==> src/rtl/nanov_serial_harness.sv <==
// Framed serial load / execute / unload harness around a bit-serial nanoV core.
// Optional build macro: SERIAL_PARITY_EN (trailing even-parity bit on each input frame).
module nanov_serial_harness #(
  parameter int XLEN        = 32,
  parameter int OP_W        = 4,
  parameter int EXEC_CYCLES = 32
) (
  input  logic            clk12MHz,
  input  logic            rst,
  input  logic            sin,
  input  logic            sin_valid,
  input  logic            abort,
  output logic [OP_W-1:0] op_o,
  output logic [XLEN-1:0] a_o,
  output logic [XLEN-1:0] b_o,
  output logic            start_o,
  input  logic [XLEN-1:0] d_i,
  output logic            sout,
  output logic            sout_valid,
  output logic            busy,
  output logic            ovr,
  output logic            err,
  output logic [1:0]      state_dbg
);

  localparam int PAY = OP_W + 2 * XLEN;
`ifdef SERIAL_PARITY_EN
  localparam int FRAME_BITS = PAY + 1;
`else
  localparam int FRAME_BITS = PAY;
`endif
  localparam int CNT_W = $clog2(FRAME_BITS + 1);
  localparam int EC_W  = $clog2(EXEC_CYCLES + 1);

  // Handshake: sin is consumed on every cycle sin_valid=1 in IDLE/LOAD; no backpressure,
  // a bit offered in EXEC/UNLOAD is dropped and flagged in ovr.
  typedef enum logic [1:0] {
    S_IDLE   = 2'd0,
    S_LOAD   = 2'd1,
    S_EXEC   = 2'd2,
    S_UNLOAD = 2'd3
  } state_t;

  state_t            state, state_nx;
  logic [CNT_W-1:0]  cnt, cnt_nx;
  logic [EC_W-1:0]   ecnt;
  logic [PAY-1:0]    shadow, payload_nx;
  logic [XLEN-1:0]   cap, osh;
  logic              accept, frame_done, parity_ok, load_ok, exec_done, unload_done;

`ifdef SERIAL_PARITY_EN
  // The parity bit itself is never shifted in; shadow already holds the full payload.
  assign payload_nx = shadow;
  assign parity_ok  = ~(^shadow ^ sin);
`else
  assign payload_nx = (shadow << 1) | PAY'(sin);
  assign parity_ok  = 1'b1;
`endif

  assign busy      = (state != S_IDLE);
  assign state_dbg = state;

  always_comb begin
    accept      = sin_valid && (state == S_IDLE || state == S_LOAD);
    cnt_nx      = (state == S_IDLE) ? CNT_W'(1) : cnt + CNT_W'(1);
    frame_done  = accept && (cnt_nx == CNT_W'(FRAME_BITS));
    load_ok     = frame_done && parity_ok;
    exec_done   = (state == S_EXEC) && (ecnt == '0);
    unload_done = (state == S_UNLOAD) && (cnt == CNT_W'(XLEN));
  end

  always_ff @(posedge clk12MHz) begin
    if (rst) state <= S_IDLE;
    else     state <= state_nx;
  end

  always_comb begin
    state_nx = state;
    if (abort) begin
      state_nx = S_IDLE;
    end else begin
      case (state)
        S_IDLE, S_LOAD: begin
          if (frame_done)  state_nx = load_ok ? S_EXEC : S_IDLE;
          else if (accept) state_nx = S_LOAD;
        end
        S_EXEC:   if (exec_done)   state_nx = S_UNLOAD;
        S_UNLOAD: if (unload_done) state_nx = S_IDLE;
        default:  state_nx = S_IDLE;
      endcase
    end
  end

  always_ff @(posedge clk12MHz) begin
    if (rst) begin
      cnt        <= '0;
      ecnt       <= '0;
      shadow     <= '0;
      op_o       <= '0;
      a_o        <= '0;
      b_o        <= '0;
      cap        <= '0;
      osh        <= '0;
      sout       <= 1'b0;
      sout_valid <= 1'b0;
      start_o    <= 1'b0;
      ovr        <= 1'b0;
    end else begin
      start_o <= 1'b0;
      if (sin_valid && (state == S_EXEC || state == S_UNLOAD)) ovr <= 1'b1;
      if (abort) begin
        cnt        <= '0;
        ecnt       <= '0;
        sout_valid <= 1'b0;
      end else begin
        case (state)
          S_IDLE, S_LOAD: begin
            if (accept) begin
              cnt <= cnt_nx;
              if (cnt_nx <= CNT_W'(PAY)) shadow <= (shadow << 1) | PAY'(sin);
              if (load_ok) begin
                op_o    <= payload_nx[PAY-1 -: OP_W];
                a_o     <= payload_nx[2*XLEN-1 -: XLEN];
                b_o     <= payload_nx[XLEN-1:0];
                start_o <= 1'b1;
                ecnt    <= EC_W'(EXEC_CYCLES);
              end
            end
          end
          S_EXEC: begin
            if (exec_done) begin
              cap        <= d_i;
              osh        <= d_i << 1;
              sout       <= d_i[XLEN-1];
              sout_valid <= 1'b1;
              cnt        <= CNT_W'(1);
            end else begin
              ecnt <= ecnt - EC_W'(1);
            end
          end
          S_UNLOAD: begin
            if (unload_done) begin
              sout       <= 1'b0;
              sout_valid <= 1'b0;
              cnt        <= '0;
            end else begin
              sout <= osh[XLEN-1];
              osh  <= osh << 1;
              cnt  <= cnt + CNT_W'(1);
            end
          end
          default: ;
        endcase
      end
    end
  end

`ifdef SERIAL_PARITY_EN
  always_ff @(posedge clk12MHz) begin
    if (rst)                                      err <= 1'b0;
    else if (!abort && frame_done && !parity_ok)  err <= 1'b1;
  end
`else
  assign err = 1'b0;
`endif

endmodule

==> config.mk <==
export PLATFORM = sky130hd
export DESIGN_NAME = nanov_serial_harness
export DESIGN_NICKNAME = d
export VERILOG_FILES = /design/src/rtl/nanov_serial_harness.sv
export SDC_FILE = /design/constraint.sdc
export NUM_CORES = 1
export LEC_CHECK = 0
export ABC_CLOCK_PERIOD_IN_PS = 7900
export CAP_MARGIN = 20
export CORE_ASPECT_RATIO = 1.1
export CORE_MARGIN = 5
export CORE_UTILIZATION = 48
export CTS_CLUSTER_DIAMETER = 200
export DETAILED_ROUTE_END_ITERATION = 10
export GPL_TIMING_DRIVEN = 0
export PLACE_DENSITY = 0.72
export SETUP_SLACK_MARGIN = 0.4
export SKIP_LAST_GASP = 1
export SLEW_MARGIN = 10
export SYNTH_ARGS = -nofsm -noshare
export SYNTH_HDL_FRONTEND = slang
export SYNTH_SLANG_ARGS = --single-unit
==> constraint.sdc <==
create_clock -name clk12MHz -period 7.9 [get_ports clk12MHz]
set_clock_uncertainty 0.15 [all_clocks]
set_input_delay 2.37 -clock clk12MHz [delete_from_list [all_inputs] [get_ports clk12MHz]]
set_output_delay 2.37 -clock clk12MHz [all_outputs]
set_load 0.01 [all_outputs]
==> flow_metrics.tcl <==
set metrics [dict create \
    status "completed" \
    cts_tree "done" \
    n_antenna_cell 0 \
    clock_sinks 185 \
    area_growth_pct 27.1 \
    fp.dieH_um 140 \
    hold_buffers 0 \
    hpwl_mm 11.8 \
    power_density_mw_per_mm2 210 \
    start_util_pct 49.2 \
    tightest_slew_ps 599 \
    core_mm2 0.0151 \
    crit_chain "clkdlybuf4s50_1 > nand2b_4 > or4_4 > nor4_4 > buf_2 > buf_2 > nand2_1 > a21oi_1" \
    slowest_stage "clkdlybuf4s50_1" \
    ys_seq_elements 185 \
    async_reset_ff_share_pct 0 \
    yosysSeqAreaShare_pct 49.9 \
    fmax_mhz 218 \
    use_met2_pct 30.4 \
    min_period_ps 4590 \
    whs_endpoint "a_o[9]$_SDFFE_PP0P_" \
    nets 996 \
    worst-path-buf-inv 3 \
    finalSetupViolCount 0 \
    dp_cells 1133 \
    syn_nets 868 \
    synth_area_mm2 0.00743 \
    synth_edf_count 0 \
    syn_inst 828 \
    grt_pass1_wl_mm 27.2 \
    grt.busiest_layer "met2" \
    remaining_drc_errors 0 \
    htreeDepth 4 \
    use_met1_pct 22.8 \
    whs_path_depth 2 \
    drt_iter0_drc 260 \
    cts_root_buffer "clkbuf_16" \
    max_slew_margin_pct 60.1 \
    drt-total-wl_mm 16.2 \
    cp_slowest_stage_delay_ps 590 \
    firstDrtPassIters 4 \
    cp_max_fo 10 \
    fin_setup_tns_ps 0 \
    endpoint_kind "flop" \
    worstSkewPairLatency_ps 420 \
    cts_resized 0 \
    critPathTopFamily "buffers and inverters" \
    syn_area_per_cell_um2 8.97 \
    cp.required_ps 8110 \
    grt_max_degree 17 \
    drtAntennaViolNets 0 \
    final_max_slew_viol_count 0 \
    r2r-end "a_o[21]$_SDFFE_PP0P_" \
    hold_path_class "reg -> reg" \
    startpoint_type "input pin" \
    startpoint "sin_valid" \
    grt_pass1_vias 5769 \
    rows 47 \
    r2r_slack_ps 5060 \
    r2r_cells 9 \
    clockBufferDepth 2 \
    gp_congestion 0.827 \
    use_met3_pct 5.26 \
    min_period_over_period_pct 58.1 \
    yosysWarnings 0 \
    cts_buffers 17 \
    vdd_drop_max_uv 141 \
    crit_arrival_ps 4790 \
    yosys.cell_types.count 47 \
    antenna_found_initial 0 \
    drive_gt1_share_pct 6.61 \
    crit_type "in -> reg" \
    post_drt_wl_per_cell_um 13.9 \
    regToRegStartpoint "cnt[1]$_SDFFE_PP0P_" \
    clk_pin_slew_worst_paths_ps 60 \
    grt_overflow 0 \
    power_leakage_uw 0.00336 \
    grt_use_total_pct 18.3 \
    postCtsSetupBuffers 0 \
    die_width_um 129 \
    viasPerCell 5.11 \
    maxCapViolations 0 \
    min-delay-start "a_o[9]$_SDFFE_PP0P_" \
    final_cells 1164 \
    io_buffers 109 \
    vias 5944 \
    boundaryPins 113 \
    synth_ff_type "dfxtp_1" \
    rsz0062_at_grt "false" \
    die_area_mm2 0.0181 \
    hold_viol 0 \
    crit_path_frequent_cell "buf_2" \
]
layout by cell type, fill, tap and decap left out, types with 2 or more instances in the layout:
| cell | n |
|---|---|
| or2_2 | 2 |
| nor3_1 | 3 |
| xor2_1 | 4 |
| buf_2 | 10 |
| o21ai_0 | 8 |
| bufinv_16 | 6 |
| clkdlybuf4s50_1 | 109 |
| nand2_1 | 178 |
| ha_1 | 3 |
| a21oi_1 | 80 |
| inv_1 | 6 |
| nand2b_1 | 71 |
| xnor2_1 | 4 |
| clkbuf_16 | 17 |
| a311oi_1 | 30 |
| or4_4 | 2 |
| clkbuf_1 | 42 |
| nand2b_4 | 2 |
| nor2_1 | 52 |
| dfxtp_1 | 185 |
| a211oi_1 | 3 |
| and3_1 | 2 |
| clkinv_2 | 4 |
| buf_12 | 7 |
| mux2i_1 | 68 |
| nand3_1 | 37 |
| clkbuf_8 | 2 |
| buf_6 | 3 |
| nand3b_1 | 2 |
| nor4_1 | 2 |
worst reg2reg max path: stages, from the launching register on:
cell,delay [ps]
dfxtp_1,410
ha_1,300
xor2_1,160
nand2_1,90
or4_4,470
nor4_4,400
buf_2,320
buf_2,260
nand2_1,90
a21oi_1,140
worst max-delay path by stage:
stage               depth (start not counted)                      to
floorplan                                   7  shadow[0]$_SDFFE_PP0P_
global placement                            8    a_o[21]$_SDFFE_PP0P_
detailed placement                          8    a_o[21]$_SDFFE_PP0P_
CTS                                         8    a_o[21]$_SDFFE_PP0P_
global route                                8    a_o[21]$_SDFFE_PP0P_
finish                                      8    a_o[21]$_SDFFE_PP0P_
sequential cells by signal (all words and copies together) (netlist names), 2 cells and up:
register / flops
a_o: 32
b_o: 32
cnt: 7
ecnt: 6
op_o: 4
osh: 31
shadow: 67
state_dbg: 2
layout make-up:
class / instances / area, µm²
buffer: 64 / 399
clock buffer: 19 / 453
clock inverter: 12 / 220
fill: 1322 / 5680
inverter: 6 / 22.5
multi-input combinational: 573 / 3300
sequential: 185 / 3700
tap: 196 / 245
timing repair buffer: 109 / 1090
layer usage:
| layer | share of wire (%) | up-vias |
|---|---|---|
| met3 | 6.3 | 21 |
| met5 | 0 | - |
| met4 | 1.6 | 0 |
| met1 | 45 | 2731 |
| li1 | - | 3066 |
| met2 | 47 | 126 |
cell usage after synthesis (all sizes together) (2+ instances only):
| cell type | n | area (µm²) |
|---|---|---|
| nor4 | 3 | 33.8 |
| a21oi | 80 | 400 |
| o21ai | 8 | 40.0 |
| nor3 | 3 | 15.0 |
| buf | 21 | 231 |
| or3 | 2 | 13.8 |
| nor2 | 52 | 195 |
| nand3 | 37 | 185 |
| nand3b | 2 | 15.0 |
| xnor2 | 4 | 35.0 |
| or2 | 2 | 12.5 |
| ha | 3 | 37.5 |
| a211oi | 3 | 22.5 |
| nand2b | 73 | 472 |
| and3 | 2 | 12.5 |
| a311oi | 30 | 263 |
| mux2i | 68 | 681 |
| or4 | 3 | 30.0 |
| or4b | 2 | 20.0 |
| inv | 6 | 22.5 |
| nand2 | 178 | 668 |
| dfxtp | 185 | 3700 |
| clkbuf | 42 | 158 |
| xor2 | 4 | 35.0 |
power breakdown:
| part | total, µW | internal, µW | switching, µW |
|---|---|---|---|
| clock network | 957 | 609 | 349 |
| logic | 91.5 | 47.9 | 43.6 |
| registers | 935 | 934 | 1.10 |
| total | 1980 | 1590 | 393 |
cell families (layout without fill, tap and decap cells):
kind of cell | count (synthesis) | after routing | share of synthesized area [%]
buffers and inverters | 70 | 210 | 5.68
xor gates and xnor gates | 8 | 8 | 0.943
DFF | 185 | 185 | 49.9
AOI/OAI and AO/OA | 127 | 127 | 10.4
and+or+nand+nor | 365 | 365 | 23.2
other | 1 | 1 | 0.0505
adders and majority gates | 3 | 3 | 0.505
muxes | 69 | 69 | 9.31
per-stage QoR:
stage | hold WS [ps] | power (µW) | utilization, % | cell area, µm² | setup slack (ps)
2_1_floorplan | 287 | 1020 | - | 7430 | 3780
3_3_place_gp | 290 | 1050 | 58.0 | 8760 | 2920
3_5_place_dp | 293 | 1050 | 58.0 | 8760 | 2870
4_1_cts | 302 | 2000 | 62.4 | 9440 | 3300
5_1_grt | 322 | 2050 | 62.4 | 9440 | 3150
6_report | 299 | 1980 | 62.4 | 9440 | 3310
No activity file was read; power rests on OpenSTA's default activity.
